File: src/rtl/uoram_multichan_walker.sv
// uoram_multichan_walker: round-robin multi-channel front end for the unified ORAM.
// It walks the PosMap chain through the PLB and sequences the backend commands for one request at a time.
module uoram_multichan_walker #(
    parameter int NumChannels    = 4,
    parameter int ChIDWidth      = 2,
    parameter int ORAMU          = 32,
    parameter int BECMDWidth     = 2,
    parameter int Recursion      = 3,
    parameter int DepthWidth     = 2,
    parameter int NumValidBlock  = 1024,
    parameter int LogLeafInBlock = 4
) (
    input  logic                              Clock,
    input  logic                              Reset,
    input  logic [NumChannels-1:0]            CmdInValid,
    output logic [NumChannels-1:0]            CmdInReady,
    input  logic [NumChannels*BECMDWidth-1:0] CmdIn,
    input  logic [NumChannels*ORAMU-1:0]      AddrIn,
    output logic                              LookupValid,
    input  logic                              LookupReady,
    output logic [1:0]                        LookupCmd,
    output logic [ORAMU-1:0]                  LookupAddr,
    input  logic                              ResValid,
    output logic                              ResReady,
    input  logic                              ResHit,
    input  logic                              ResUnInit,
    input  logic                              ResEvict,
    input  logic [ORAMU-1:0]                  ResEvictAddr,
    output logic                              CmdOutValid,
    input  logic                              CmdOutReady,
    output logic [BECMDWidth-1:0]             CmdOut,
    output logic [ORAMU-1:0]                  AddrOut,
    output logic [ChIDWidth-1:0]              ChanOut,
    input  logic                              RefillDone,
    output logic                              Busy,
    output logic                              Error
);
    localparam logic [3:0] IDLE   = 4'd0;
    localparam logic [3:0] PLOOK  = 4'd1;
    localparam logic [3:0] PWAIT  = 4'd2;
    localparam logic [3:0] ALOOK  = 4'd3;
    localparam logic [3:0] AWAIT  = 4'd4;
    localparam logic [3:0] EVICT  = 4'd5;
    localparam logic [3:0] ISSUE  = 4'd6;
    localparam logic [3:0] RWAIT  = 4'd7;
    localparam logic [3:0] REFILL = 4'd8;
    localparam logic [3:0] INIT   = 4'd9;
    localparam logic [DepthWidth-1:0] MaxDepth = DepthWidth'(Recursion - 1);
    localparam logic [ChIDWidth-1:0]  LastChan = ChIDWidth'(NumChannels - 1);
    localparam logic [BECMDWidth-1:0] Append   = '1;
    localparam logic [BECMDWidth-1:0] ReadRmv  = BECMDWidth'(2);

    logic [3:0]            state;
    logic [ChIDWidth-1:0]  rrPtr, grant, chanQ;
    logic                  grantValid;
    logic [BECMDWidth-1:0] cmdQ;
    logic [DepthWidth-1:0] qDepth;
    logic [ORAMU-1:0]      addrQ [Recursion];
    logic [ORAMU-1:0]      evictAddr, parentAddr;
    logic                  unInitQ, refillPend, silentInit;

    // Round-robin pick: scan downward so the channel closest to rrPtr is written last and wins.
    always_comb begin
        grantValid = 1'b0;
        grant = '0;
        for (int k = NumChannels - 1; k >= 0; k--)
            if (CmdInValid[(int'(rrPtr) + k) % NumChannels]) begin
                grantValid = 1'b1;
                grant = ChIDWidth'((int'(rrPtr) + k) % NumChannels);
            end
    end

    assign parentAddr  = ORAMU'(NumValidBlock) + (addrQ[qDepth] >> LogLeafInBlock);
    assign silentInit  = unInitQ && qDepth != '0;
    assign CmdInReady  = (state == IDLE && grantValid) ? NumChannels'(1) << grant : '0;
    assign LookupValid = state == PLOOK || state == ALOOK || state == REFILL || state == INIT;
    assign LookupCmd   = state == ALOOK ? 2'b01 : state == REFILL ? 2'b10 : state == INIT ? 2'b11 : 2'b00;
    assign LookupAddr  = addrQ[qDepth];
    assign ResReady    = state == PWAIT || state == AWAIT;
    assign CmdOutValid = state == EVICT || (state == ISSUE && !silentInit);
    assign CmdOut      = state == EVICT || unInitQ ? Append : qDepth != '0 ? ReadRmv : cmdQ;
    assign AddrOut     = state == EVICT ? evictAddr : addrQ[qDepth];
    assign ChanOut     = chanQ;
    assign Busy        = state != IDLE;

    // Request walk: accept, descend the PosMap on misses, then climb back issuing backend commands.
    always_ff @(posedge Clock or negedge Reset) begin
        if (!Reset) begin
            state <= IDLE;
            rrPtr <= '0;
            chanQ <= '0;
            cmdQ <= '0;
            qDepth <= '0;
            evictAddr <= '0;
            unInitQ <= 1'b0;
            refillPend <= 1'b0;
            Error <= 1'b0;
            for (int i = 0; i < Recursion; i++) addrQ[i] <= '0;
        end else begin
            if (RefillDone) refillPend <= 1'b1;
            case (state)
                IDLE: if (grantValid) begin
                    addrQ[0] <= AddrIn[int'(grant)*ORAMU +: ORAMU];
                    cmdQ <= CmdIn[int'(grant)*BECMDWidth +: BECMDWidth];
                    chanQ <= grant;
                    qDepth <= '0;
                    rrPtr <= grant == LastChan ? '0 : grant + 1'b1;
                    state <= PLOOK;
                end
                PLOOK: if (LookupReady) state <= PWAIT;
                PWAIT: if (ResValid) begin
                    if (ResHit) state <= ALOOK;
                    else if (qDepth == MaxDepth) begin
                        Error <= 1'b1;
                        state <= IDLE;
                    end else begin
                        addrQ[qDepth + 1'b1] <= parentAddr;
                        qDepth <= qDepth + 1'b1;
                        state <= PLOOK;
                    end
                end
                ALOOK: if (LookupReady) state <= AWAIT;
                AWAIT: if (ResValid) begin
                    unInitQ <= ResUnInit;
                    evictAddr <= ORAMU'(NumValidBlock) + (ResEvictAddr >> LogLeafInBlock);
                    state <= ResEvict ? EVICT : ISSUE;
                end
                EVICT: if (CmdOutReady) state <= ISSUE;
                ISSUE: if (silentInit) state <= INIT;
                       else if (CmdOutReady) state <= qDepth != '0 ? RWAIT : IDLE;
                RWAIT: if (RefillDone || refillPend) begin
                    refillPend <= 1'b0;
                    state <= REFILL;
                end
                REFILL, INIT: if (LookupReady) begin
                    qDepth <= qDepth - 1'b1;
                    state <= ALOOK;
                end
                default: state <= IDLE;
            endcase
        end
    end
endmodule

File: config.mk
export PLATFORM = sky130hd
export DESIGN_NAME = uoram_multichan_walker
export DESIGN_NICKNAME = d
export VERILOG_FILES = /design/src/rtl/uoram_multichan_walker.sv
export SDC_FILE = /design/constraint.sdc
export NUM_CORES = 1
export LEC_CHECK = 0
export BUFFER_PORTS_ARGS = -buffer_cell sky130_fd_sc_hd__buf_4
export CAP_MARGIN = 5
export CORE_MARGIN = 8
export CORE_UTILIZATION = 50
export DETAILED_ROUTE_END_ITERATION = 6
export PLACE_DENSITY = 0.78
export SYNTH_ARGS = -nofsm -noshare
export SYNTH_HDL_FRONTEND = slang
export SYNTH_SLANG_ARGS = --single-unit
File: constraint.sdc
create_clock -name Clock -period 4.1 [get_ports Clock]
set_clock_uncertainty 0.1 [all_clocks]
set_input_delay 0.205 -clock Clock [delete_from_list [all_inputs] [get_ports Clock]]
set_output_delay 0.205 -clock Clock [all_outputs]
set_load 0.005 [all_outputs]
## Yosys cells after proc, flatten, opt, wreduce, memory -nomap -nowiden

Cells that the tools add are included.
W data, S select, Z words.

- Bits in registers: 143
- Bits of input ports: 181
- Output and inout bits: 79
- Logic and storage cells: 149

- Add/subtract/negate cells: 8
- Magnitude comparators: 7
- Eq/ne operators: 22
- Shift-type cells: 3
- Muxes and demuxes: 62
- Bitwise gates (word level): 7
- Reduce and logical (&&, ||, !) cells: 28

Operators by type and width:

| kind | number |
|---|---|
| $mux W96 | 3 |
| $mux W32 | 5 |
| $shiftx A128 B8 Y32 | 1 |
| $bwmux W96 | 1 |
| $bmux W32 S2 | 1 |
| $demux W32 S2 | 1 |
| $pmux W32 S2 | 1 |
| $add A11 B28 Y29 const A | 2 |
| $mux W4 | 12 |
| $pmux W4 S9 | 1 |
| $mux W2 | 16 |
| $ne A2 B2 Y1 const B | 10 |
| $eq A4 B3 Y1 const B | 4 |
| $mux W1 | 15 |
| $lt A3 B4 Y1 const B | 3 |
| $reduce_and A9 Y1 | 1 |
| $bmux W1 S2 | 4 |
| $eq A4 B2 Y1 const B | 2 |
| $eq A4 B4 Y1 const B | 2 |
| $reduce_and A4 Y1 | 2 |
| $reduce_or A2 Y1 | 4 |
| $shiftx A8 B4 Y2 | 1 |
| $logic_or A1 B1 Y1 | 7 |
| $add A2 B1 Y2 const B | 3 |
| 23 further kinds | 35 |

## Longest topological paths before layout

- Depth in word-level cells: 13
- Depth in mapped cells: 12
- Gate-level depth less buffers: 8

## Worst setup path after synthesis

No wires, ideal clock.

- Path kind: reg2reg
- From: reg qDepth[0]
- To: reg state[2]
- Setup time: 0.122 ns
- Arrival time: 2.876 ns
- Data required time: 3.878 ns
- Slack: 1.002 ns
- Cell stages (with the launch flop): 13
- Path buffers: 4
- Period minus slack after synthesis: 3.098 ns
- Cell sequence: dfrtp_1 > buf_4 > buf_2 > clkbuf_1 > buf_2 > inv_1 > ha_1 > inv_1 > a21oi_1 > a21o_1 > a311oi_1 > o31ai_1 > a32o_1

- Cells in the longest elaborated chain, start to end: 5
- Elaborated cells on any way between the ends: 8
- Classes of those cells: eq/ne: 1; mux: 4; reduce/logical: 3

Ends and longest elaborated chain:

| item | line | RTL |
|---|---|---|
| from (decl) | 57 | `logic [DepthWidth-1:0] qDepth;` |
| from (signal assigned) | 118 | `qDepth <= qDepth + 1'b1;` |
| from (signal assigned) | 136 | `qDepth <= qDepth - 1'b1;` |
| $reduce_bool A2 Y1 (*) | 74, 130 |  |
| $mux W3 | 130 | `else if (CmdOutReady) state <= qDepth != '0 ? RWAIT : IDLE;` |
| $mux W4 | 130 |  |
| $mux W4 | 129 | `ISSUE: if (silentInit) state <= INIT;` |
| $pmux W4 S9 | 101 | `case (state)` |
| to (signal assigned) | 126 | `state <= ResEvict ? EVICT : ISSUE;` |
| to (signal assigned) | 130 |  |
| to (decl) | 53 | `logic [3:0] state;` |

Every way passes the cells marked *; elsewhere a longest branch is shown, timed or not. The select of a mux whose other input is x is not followed.
A chain may end at the register's enable or synchronous reset.

## Worst setup path after layout

- From: reg qDepth[1]
- To: reg addrQ[90] (netlist name)

- Cells in the longest elaborated chain, start to end: 11
- Elaborated cells on any way between the ends: 20
- Classes of those cells: add/sub: 2; order compare: 2; eq/ne: 2; mux: 10; bitwise: 2; reduce/logical: 2

Ends and longest elaborated chain:

| item | line | RTL |
|---|---|---|
| branches (longest 11 deep; another with $add A11 B28 Y29) | -- |  |
| to (signal, indexed assignment) | 117 | `addrQ[qDepth + 1'b1] <= parentAddr;` |
| to (decl) | 58 | `logic [ORAMU-1:0] addrQ [Recursion];` |

Several ways; the timed one is not identified. The select of a mux whose other input is x is not followed.

==> impl_metrics.ini <==
[run_status]
status = complete, no violations

[pwr]
leakage_nw = 5.45
irDropWorstVdd_mv = 0.437
cellPowerDensity_nw_per_um2 = 750

[min_path]
hold_class = in -> reg
hold_depth = 3

[clock_tree]
cts_buffer_depth = 2
cts_sinks = 134
clock_latency_ps = 420
cts_root_buf = clkbuf_16
cts_htree_levels = 4
cts_resized = 0
path_clk_slew_ps = 60
cts_tree = built
cts_buffers = 17

[finish]
areaGrowthSynthToFinish_pct = 33.8
nFillCells = 1400
nets = 1401
seqCellArea_um2 = 3350
drive_gt1_frac = 0.296
fin_util = 0.674
multi_input_area_um2 = 4770
num_antenna_cells = 0

[setup_path]
critPathKind = reg -> reg
crit_arrival_ps = 3420
cp-end-kind = flip-flop
path_max_fanout = 22
r2r_cells = 8
worst_ep_required_time_ps = 4290
cp-start-kind = flip-flop

[synthesis]
synth_edf_count = 0
syn_nets = 1160
synth.distinct_cells = 70
postSynthAreaPerCell_um2 = 8.88
async_flop_share = 1.00
synth-seq-cells = 134
netlist_area_um2 = 8590
seq_area_frac_synth = 0.390
synth_cells = 967
yosysWarnings = 0
ys_dominant_reg_cell = dfrtp_1

[global_route]
grt.total_usage = 0.255
overflow = 0
antenna_found_initial = 0
grt_max_degree = 112
first_global_vias = 8615
grt_pass1_wl_um = 44500

[placed_design]
dpl.hpwl_um = 20300
place_congestion = 0.828
portBuffers = 255

[routing]
routed_wl_um = 27500
num_vias = 8207
drc = 0
antenna_left = 0
first_iter_violations = 537
first_pass_iters = 5
via_per_inst = 5.68
wl_per_cell_um = 19.0

[timing]
setup_viol = 0
setup_tns_ps = 0
drv_slew = 0
hold_viol_final = 0
fin_crit_sh = 0.790
max_freq_mhz = 309
worstMarginPinSlew_ps = 1040
slew_headroom = 0.308
rsz0062_at_grt = no
post-route-min-period_ps = 3240

[floorplanning]
start_util = 0.504
rows = 48
ios = 260
dieArea_um2 = 21600
fp.dieH_um = 147
die_x_um = 147
core_area_um2 = 17100

[job]
maxCapViolCount = 0
-- where the power goes --
| group | internal (mW) | leakage (nW) | switching, mW |
|---|---|---|---|
| Clock | 1.06 | 0.300 | 0.562 |
| Combinational | 2.08 | 3.43 | 2.57 |
| Sequential | 1.89 | 1.71 | 0.457 |
| Total | 5.03 | 5.45 | 3.59 |
-- worst max-delay path: stages, from the launching register on --
cell	delay (ps)
dfrtp_2	760
buf_4	390
mux2i_1	130
o2bb2ai_2	300
ha_1	280
nand4_2	220
nor3_1	630
a211o_1	220
nand3_1	60
-- Yosys cell counts, types with 4 or more instances --
master	count	area, um2
a211o_1	6	52.6
a211oi_1	27	203
a21o_1	4	30.0
a21oi_1	37	185
a221o_1	15	150
a31oi_1	7	43.8
a32o_1	4	40.0
a32oi_1	9	78.8
and2_1	20	125
and3_1	9	56.3
buf_2	11	55.1
buf_4	12	90.1
buf_6	4	45.0
clkbuf_1	49	184
dfrtp_1	134	3350
ha_1	12	150
inv_1	30	113
inv_2	4	15.0
mux2_1	8	90.1
mux2_2	22	248
mux2i_1	72	721
nand2_1	144	541
nand3_1	28	140
nand4_1	8	50.1
nor2_1	95	357
nor2b_1	4	25.0
nor3_1	13	65.1
o21ai_0	28	140
o21ai_1	48	240
o221ai_1	4	35.0
o2bb2ai_2	8	120
o31ai_1	4	30.0
or3_1	7	43.8
xnor2_1	23	201
xor2_1	5	43.8
-- state kept, by name, summed over array words and instances (netlist names) --
name and count:
addrQ 90, evictAddr 29, state 4, ChanOut 2, cmdQ 2, qDepth 2
rrPtr 2, Error 1, refillPend 1, unInitQ 1
-- final cells by class --
class                           instances  area share
Clock buffer                           24      0.0419
Clock inverter                          8      0.0126
Inverter                               34      0.0111
Multi-Input combinational cell        722       0.415
Sequential cell                       134       0.292
Tap cell                              225      0.0245
Timing Repair Buffer                  299       0.203
-- cell families after synthesis --
family                     count (synthesis)  share of synthesized area
DFF                                      134                      0.390
and+or+nand+nor                          354                      0.195
xor gates and xnor gates                  28                     0.0286
buffers and inverters                    111                     0.0588
AOI/OAI and AO/OA                        226                      0.186
adders and majority gates                 12                     0.0175
muxes                                    102                      0.123
-- per-layer routing --
layer  track usage  part of all wire
met1         0.285              0.39
met2         0.452              0.52
met3        0.0711             0.069
met4        0.0974             0.027
met5             0                 0
-- metrics by stage --
step           instance area, um2  cells  hold slack [ps]  power (mW)  setup WS (ps)
6_report                    11500   1446             19.1        8.63            863
5_1_grt                     11500   1446             34.9        9.23            587
4_1_cts                     11500   1446             6.65        8.66            858
3_5_place_dp                10600   1389              306        6.98            903
3_3_place_gp                10600   1389              314        6.87            967
2_1_floorplan                8590    967             -191        5.09           1000
-- final timing paths --
check                                  from  slack [ps]            end
setup / recovery                  qDepth[1]         860      addrQ[90]
hold / removal             ResEvictAddr[19]          20  evictAddr[15]
setup reg to reg                  qDepth[1]         860      addrQ[90]
hold reg to reg                   addrQ[24]         380      addrQ[24]
max in group asynchronous             Reset        2580   evictAddr[9]
min in group asynchronous             Reset         380      addrQ[94]
-- cell usage in the layout (no fill, tap or decap), drive strengths merged, types with 3 or more instances in the layout --
master,n
a32oi,9
nand4b,3
nor4,5
a31oi,7
nor2,95
a21o,4
a32o,4
buf,274
dlygate4sd3,25
xnor2,23
nand4,11
bufinv,4
nor3,15
mux2i,72
xor2,5
a211o,6
and3,9
nand3,29
nor2b,5
a21oi,40
o21ai,77
ha,12
clkbuf,24
nand2,144
or3,7
nor3b,3
nand2b,3
o2bb2ai,11
mux2,30
a221o,15
a211oi,27
o22ai,3
and2,20
dfrtp,134
inv,34
o31ai,4
o221ai,5
-- timing repair --
item | 4_1_cts | 5_1_grt
hold buffers | 25 | 0
buffers inserted | 0 | 0
endpoints found under the hold margin | 134 | 0
(Power assumes the default switching activity.)
